===== config.mk =====
export PLATFORM = sky130hd
export DESIGN_NAME = wb_copy_flat
export DESIGN_NICKNAME = d
export VERILOG_FILES = /design/src/rtl/wb_copy_pkg.sv /design/src/rtl/wb_copy_if.sv /design/src/rtl/wb_copy_buf.sv /design/src/rtl/wb_copy.sv /design/src/flat_wrapper.sv
export SDC_FILE = /design/constraint.sdc
export NUM_CORES = 1
export LEC_CHECK = 0
export BUFFER_PORTS_ARGS = -buffer_cell sky130_fd_sc_hd__buf_4
export CORE_MARGIN = 10
export CORE_UTILIZATION = 61
export CTS_BUF_LIST = sky130_fd_sc_hd__clkbuf_8
export CTS_CLUSTER_SIZE = 16
export DETAILED_ROUTE_END_ITERATION = 10
export PLACE_DENSITY_LB_ADDON = 0.12
export SLEW_MARGIN = 20
export SYNTH_ARGS = -nofsm -noshare
export SYNTH_HDL_FRONTEND = slang
export SYNTH_SLANG_ARGS = --single-unit

===== constraint.sdc =====
create_clock -name clk -period 5.1 [get_ports clk]
set_clock_uncertainty 0.15 [all_clocks]
set_input_delay 0.51 -clock clk [delete_from_list [all_inputs] [get_ports clk]]
set_output_delay 0.51 -clock clk [all_outputs]
set_load 0.02 [all_outputs]

===== src/rtl/wb_copy_pkg.sv =====
// Shared types and sizing helpers for the wb_copy block-copy bus master.
package wb_copy_pkg;

    typedef enum logic [1:0] {IDLE, RD, WR} state_t;

    localparam int DEPTH_DEF = 8;

    // Issue/ack counters must reach DEPTH itself, hence one extra bit.
    function automatic int cnt_w(input int depth);
        return $clog2(depth) + 1;
    endfunction

    localparam int CNTW = cnt_w(DEPTH_DEF);

endpackage


===== src/rtl/wb_copy_if.sv =====
// Wishbone pipelined bus bundle between the copy engine and the fabric.
interface wb_copy_if #(
    parameter int AW = 16,
    parameter int DW = 16
);
    logic          wb_cyc;
    logic          wb_stb;
    logic          wb_we;
    logic [AW-1:0] wb_adr;
    logic [DW-1:0] wb_dat_m;
    logic [DW-1:0] wb_dat_s;
    logic          wb_ack;
    logic          wb_stall;

    modport master (
        output wb_cyc, wb_stb, wb_we, wb_adr, wb_dat_m,
        input  wb_dat_s, wb_ack, wb_stall
    );

    modport slave (
        input  wb_cyc, wb_stb, wb_we, wb_adr, wb_dat_m,
        output wb_dat_s, wb_ack, wb_stall
    );
endinterface


===== src/rtl/wb_copy_buf.sv =====
// Chunk buffer: DEPTH x DW register file, one synchronous write port and
// one combinational read port; storage is intentionally not reset.
module wb_copy_buf #(
    parameter int DEPTH = 8,
    parameter int DW    = 16
) (
    input  logic                     clk,
    input  logic                     we_i,
    input  logic [$clog2(DEPTH)-1:0] waddr_i,
    input  logic [DW-1:0]            wdata_i,
    input  logic [$clog2(DEPTH)-1:0] raddr_i,
    output logic [DW-1:0]            rdata_o
);
    logic [DW-1:0] mem_q [DEPTH];

    always_ff @(posedge clk) begin
        if (we_i) mem_q[waddr_i] <= wdata_i;
    end

    assign rdata_o = mem_q[raddr_i];
endmodule


===== src/rtl/wb_copy.sv =====
// Wishbone pipelined block copier: reads up to DEPTH words into a local
// buffer, writes them back out, and repeats until len words are moved.
module wb_copy
    import wb_copy_pkg::*;
#(
    parameter int AW    = 16,
    parameter int DW    = 16,
    parameter int DEPTH = 8,
    parameter int LENW  = 16
) (
    input  logic            clk,
    input  logic            rst,
    input  logic            start,
    input  logic [AW-1:0]   src_adr,
    input  logic [AW-1:0]   dst_adr,
    input  logic [LENW-1:0] len,
    output logic            busy,
    output logic            done,
    wb_copy_if.master       wb
);
    localparam int CW = cnt_w(DEPTH);
    localparam int IW = $clog2(DEPTH);

    state_t          state_q, state_d;
    logic [AW-1:0]   src_q, src_d, dst_q, dst_d;
    logic [LENW-1:0] rem_q, rem_d;
    logic [CW-1:0]   chunk_q, chunk_d, iss_q, iss_d, rcv_q, rcv_d;
    logic            done_q, done_d;

    logic            accept, ack_ok, last_ack;
    logic [LENW-1:0] rem_left;
    logic [DW-1:0]   buf_rdata;

    function automatic logic [CW-1:0] clip(input logic [LENW-1:0] n);
        if (n >= LENW'(DEPTH)) return CW'(DEPTH);
        return n[CW-1:0];
    endfunction

    // Bus outputs decode straight from state so an async reset drops cyc/stb at once.
    assign busy         = (state_q != IDLE);
    assign done         = done_q;
    assign wb.wb_cyc    = busy;
    assign wb.wb_stb    = busy && (iss_q < chunk_q);
    assign wb.wb_we     = (state_q == WR);
    assign wb.wb_adr    = (state_q == RD) ? src_q : (state_q == WR) ? dst_q : '0;
    assign wb.wb_dat_m  = (state_q == WR) ? buf_rdata : '0;

    assign accept   = wb.wb_stb && !wb.wb_stall;
    // Acks with nothing outstanding are dropped.
    assign ack_ok   = busy && wb.wb_ack && (iss_q > rcv_q);
    assign last_ack = ack_ok && (rcv_q == chunk_q - CW'(1));
    assign rem_left = rem_q - LENW'(chunk_q);

    always_comb begin
        state_d = state_q;
        src_d   = src_q;
        dst_d   = dst_q;
        rem_d   = rem_q;
        chunk_d = chunk_q;
        iss_d   = accept ? iss_q + CW'(1) : iss_q;
        rcv_d   = ack_ok ? rcv_q + CW'(1) : rcv_q;
        done_d  = 1'b0;
        case (state_q)
            IDLE: begin
                if (start) begin
                    if (len != '0) begin
                        src_d   = src_adr;
                        dst_d   = dst_adr;
                        rem_d   = len;
                        chunk_d = clip(len);
                        state_d = RD;
                    end else begin
                        done_d = 1'b1;
                    end
                end
            end
            RD: begin
                if (accept) src_d = src_q + AW'(1);
                if (last_ack) begin
                    iss_d   = '0;
                    rcv_d   = '0;
                    state_d = WR;
                end
            end
            WR: begin
                if (accept) dst_d = dst_q + AW'(1);
                if (last_ack) begin
                    iss_d = '0;
                    rcv_d = '0;
                    rem_d = rem_left;
                    if (rem_left == '0) begin
                        state_d = IDLE;
                        done_d  = 1'b1;
                    end else begin
                        chunk_d = clip(rem_left);
                        state_d = RD;
                    end
                end
            end
            default: state_d = IDLE;
        endcase
    end

    always_ff @(posedge clk or posedge rst) begin
        if (rst) begin
            state_q <= IDLE;
            src_q   <= '0;
            dst_q   <= '0;
            rem_q   <= '0;
            chunk_q <= '0;
            iss_q   <= '0;
            rcv_q   <= '0;
            done_q  <= 1'b0;
        end else begin
            state_q <= state_d;
            src_q   <= src_d;
            dst_q   <= dst_d;
            rem_q   <= rem_d;
            chunk_q <= chunk_d;
            iss_q   <= iss_d;
            rcv_q   <= rcv_d;
            done_q  <= done_d;
        end
    end

    wb_copy_buf #(.DEPTH(DEPTH), .DW(DW)) u_buf (
        .clk     (clk),
        .we_i    ((state_q == RD) && ack_ok),
        .waddr_i (rcv_q[IW-1:0]),
        .wdata_i (wb.wb_dat_s),
        .raddr_i (iss_q[IW-1:0]),
        .rdata_o (buf_rdata)
    );
endmodule

===== src/flat_wrapper.sv =====
// flat-port wrapper written by rule: the top's interface ports become plain ports
module wb_copy_flat import wb_copy_pkg::*;
#(
    parameter int AW    = 16,
    parameter int DW    = 16,
    parameter int DEPTH = 8,
    parameter int LENW  = 16
)
  (clk, rst, start, src_adr, dst_adr, len, busy, done, wb_wb_cyc, wb_wb_stb, wb_wb_we, wb_wb_adr, wb_wb_dat_m, wb_wb_dat_s, wb_wb_ack, wb_wb_stall);
  wb_copy_if #(.AW(AW), .DW(DW)) wb_i ();
  input  logic clk;
  input  logic rst;
  input  logic start;
  input  logic [AW-1:0] src_adr;
  input  logic [AW-1:0] dst_adr;
  input  logic [LENW-1:0] len;
  output logic busy;
  output logic done;
  output wire logic [$bits(wb_i.wb_cyc)-1:0] wb_wb_cyc;
  output wire logic [$bits(wb_i.wb_stb)-1:0] wb_wb_stb;
  output wire logic [$bits(wb_i.wb_we)-1:0] wb_wb_we;
  output wire logic [$bits(wb_i.wb_adr)-1:0] wb_wb_adr;
  output wire logic [$bits(wb_i.wb_dat_m)-1:0] wb_wb_dat_m;
  input wire logic [$bits(wb_i.wb_dat_s)-1:0] wb_wb_dat_s;
  input wire logic [$bits(wb_i.wb_ack)-1:0] wb_wb_ack;
  input wire logic [$bits(wb_i.wb_stall)-1:0] wb_wb_stall;
  assign wb_wb_cyc = wb_i.wb_cyc;
  assign wb_wb_stb = wb_i.wb_stb;
  assign wb_wb_we = wb_i.wb_we;
  assign wb_wb_adr = wb_i.wb_adr;
  assign wb_wb_dat_m = wb_i.wb_dat_m;
  assign wb_i.wb_dat_s = wb_wb_dat_s;
  assign wb_i.wb_ack = wb_wb_ack;
  assign wb_i.wb_stall = wb_wb_stall;
  wb_copy #(.AW(AW), .DW(DW), .DEPTH(DEPTH), .LENW(LENW)) u_core (.clk(clk), .rst(rst), .start(start), .src_adr(src_adr), .dst_adr(dst_adr), .len(len), .busy(busy), .done(done), .wb(wb_i));
endmodule

==> run summary <==
The flow ran to the end, and the final reports show no timing, DRC or antenna violations. The final worst-path cycle share works out to 70.7%. Summed over all instances, the cell type with the most area after synthesis is edfxtp_1.

For the total area of sequential cells, the log shows 0.00542 mm2. The maximum fanout encountered on the critical timing path was 52; the core outline area was 0.0151 mm2. The initial antenna violation count was 0; the worst max-slew margin expressed relative to the limit was 30.4%. Averaged over all synthesized cells, the footprint is 12.3 um2.

The startpoint identified for the worst hold timing path is wb_wb_dat_s[15]. After layout, the minimum clock period comes to 3.61 ns. The tool flagged a number of max-cap violations equal to 0. For this run, the post-layout net count is 954.

The cell area after placement was 0.0104 mm2; the gate count after technology mapping was 765. In the global route stage, met3 resource usage came out at 5.21%. The final design area excluding fillers was 0.0108 mm2. In this run the tool buffered the top-level ports with 105 buffer cells. Once the floorplan was initialized, standard cells occupied 61.9% of the core.

The depth of the CTS H-tree is 4, and the clock latency on the worst-skew pair is 0.46 ns. Yosys mapped a number of flops with a built-in enable equal to 128. The run gives 0 ns as the setup TNS. The average vias per placed instance was 6.27. TritonCTS built the clock tree.

The number of hold buffers added after CTS was 0. The tools report the endpoint class of the critical path as a flip-flop. Among all flip-flop cells after synthesis, the most frequent one is edfxtp_1. Final weighted congestion of routability-driven global placement: 0.895. Critical setup path kind: reg2reg. The tightest hold path in the finished design has a slack of 0.128 ns. After synthesis, flip-flops and latches occupy 57.8% of the total area. The run gives 27.2% as the met1 demand-to-capacity share in global routing. In the global route stage, met2 resource usage came out at 34.4%.

The die is 144 um tall. The tools report the maximum vdd ir drop as 0.337 mV. The run gives 106 as the I/O pin count.

The filler cells instantiated in the layout total 1028. After detailed routing, the total wire length is 21.8 mm. Power spread over the standard cell area amounts to 510 mW/mm2. The proportion of netlist area held by the largest area contributor was 41.0%; the largest net degree at the start of global routing was 69. The global routing stage identified its most utilized layer as met2. Summed over all layers, the global routing overflow is 0. The share of async-settable or async-resettable flops after synthesis was 33.0%; the post-cts resize count was 0.

By instance count, the leading cell after synthesis is edfxtp_1. The class of the most critical hold timing path is in2reg. For flop-to-flop paths, the worst setup slack is 1.49 ns. The startpoint identified for the worst register-to-register timing path is u_core.state_q[1]. For the area used by multi-input combinational logic, the log shows 0.00374 mm2. For this design, the slowest cell found on the critical path is a2111oi_2. The run gives 191 as the clock sink total. The logs give 17 for the number of CTS-inserted buffers and 0 for the remaining routing DRC violations.

By area the synthesized netlist is led by edfxtp_1, dfrtp_1, mux4_2, a21oi_1, nand2_1. From left edge to right edge, the die measures 144 um. The transition time at the pin with the least slew margin works out to 1.03 ns. Setup violations remaining at the end of the flow were counted as 0.

The endpoint identified for the worst register-to-register timing path is u_core.src_q[5]. The number of cells on the worst hold path came out at 1. The placed wire-length estimate after detailed placement is 14.4 mm, and the number of detailed-route iterations in the first pass is 5. The largest single stage delay on the critical path is 0.61 ns.

Sorting the synthesized cells by how often they occur yields edfxtp_1, nand2_1, dfrtp_1, nor2_1, a21oi_1. The tools report the final count of hold timing violations as 0. The logs give 0 for the warning count from the yosys run and 2 for the largest buffer count on any clock path. For the global-route wire length before repair, the log shows 34.0 mm. For the worst setup path, the data arrival time is 3.79 ns. The run gives 855 as the total nets after synthesis. The cell sitting at the root of the clock tree is a clkbuf_8.

From synthesis to final layout, the design area changed by 14.7%. The die covers 0.0207 mm2. The number of buffers added for setup after CTS was 0; the via count of the first global-routing pass was 6620. Cells with a size suffix above 1 make up 23.6% of the layout.

For this block, the initial DRC count from the detailed router was 471. The initialized floorplan defines 45 standard-cell rows. Summed over all cells, the static leakage comes to 4.02 nW. The synthesized netlist contains 68 unique library cells.

For the number of diodes added for antenna fixing, the log shows 0. The count of antenna-violating nets left after detailed routing is 0, and the required time at the endpoint of the critical path is 5.28 ns. The upper clock frequency limit is 277 MHz. The run gives 21.1% as the total track usage.

Type of origin of the critical path: a flip-flop. Clock-pin slew reported for the worst setup and hold paths after clock tree synthesis: 0.11 ns. The number of synthesized register bits is 191. The critical path goes through inv_1 -> ha_1 -> buf_4 -> clkinv_1 -> a2111oi_2 -> a2bb2oi_4 -> nand2_1 -> o22ai_1 -> a21oi_1.

For hold timing, the worst endpoint is u_core.u_buf.mem_q[6][15]. Setup repair after global routing left no endpoint under its margin. The number of slew-limit violations in the final report was 0; the cell depth of the worst flop-to-flop path was 9. In the final routed layout, each cell accounts on average for 20.5 um. In this run the cell area of the synthesized design comes to 0.00938 mm2. Summing over every cut layer, the via total after detailed routing is 6676.
## worst max-delay path by stage
stage,from,to,slack [ns],cells past startpoint
global route,u_core.iss_q[0],u_core.chunk_q[3],1.27,10
CTS,u_core.state_q[1],u_core.src_q[5],1.31,9
finish,u_core.state_q[1],u_core.src_q[5],1.49,9
floorplan,u_core.iss_q[0],u_core.u_buf.mem_q[1][0],1.39,9
detailed placement,u_core.state_q[1],u_core.src_q[5],1.32,9
global placement,u_core.state_q[1],u_core.src_q[5],1.50,9
## per-stage QoR
step,total power [mW],cells,utilization (%),worst slack [ns]
floorplan,3.96,765,-,1.39
global placement,4.47,1033,68.5,1.50
detailed placement,4.57,1033,68.5,1.32
CTS,5.48,1065,70.9,1.31
global route,5.85,1065,71.0,1.27
finish,5.49,1065,71.0,1.49
## sequential cells by signal (all words and copies together) (netlist names)
| register | count |
|---|---|
| u_core.chunk_q | 4 |
| u_core.done | 1 |
| u_core.dst_q | 16 |
| u_core.iss_q | 4 |
| u_core.rcv_q | 4 |
| u_core.rem_q | 16 |
| u_core.src_q | 16 |
| u_core.state_q | 2 |
| u_core.u_buf.mem_q | 128 |
## where the power goes
| part | switching [mW] | internal (mW) | leakage (nW) |
|---|---|---|---|
| sequential | 0.346 | 1.90 | 1.88 |
| combinational | 1.31 | 1.01 | 1.96 |
| clock | 0.563 | 0.355 | 0.185 |
| total | 2.22 | 3.27 | 4.02 |
## cells in the final DEF, fill, tap and decap left out, drive strengths merged, types with 6 or more instances in the layout
cell / count
o21ai: 43
nor4: 8
dfrtp: 63
inv: 32
nor2: 62
xnor2: 11
a2bb2oi: 8
and3: 10
nand2: 67
a21oi: 58
mux2i: 25
nor3: 16
nand4: 10
a31oi: 6
clkbuf: 17
edfxtp: 128
buf: 120
mux4: 32
ha: 20
nand3: 30
o22ai: 23
clkinv: 6
o22a: 7
a22o: 11
## cell type report
cell class,count,area share [%]
well taps,188,2.19
repair buffers,120,8.38
multi-input cells,509,34.8
inverters,25,0.873
flip-flops and latches,191,50.4
clock buffers,17,2.18
clock inverters,15,1.21
## metal layers
metal	vias up	routed length, um
met2	222	10900
met5	-	0
met3	27	1430
met1	3294	9230
met4	0	289
li1	3133	-
## cells by family after synthesis
kind of cell / count (synthesis) / share of synthesized area (%)
AO/OA/AOI/OAI: 190 / 13.5
multiplexers: 58 / 10.5
adder cells (fa/ha/maj): 21 / 2.88
AND/OR/NAND/NOR: 225 / 11.2
buffers and inverters: 65 / 2.78
flip-flops: 191 / 57.8
XOR/XNOR: 15 / 1.40
## critical path, delay by kind of cell (launching register included)
family	cells	cell delay [ns]
compound gates	4	1.46
buf+inv	3	0.95
flops	1	0.42
simple gates	1	0.30
fa+ha+maj	1	0.16
Power figures use the tool's default switching activity.
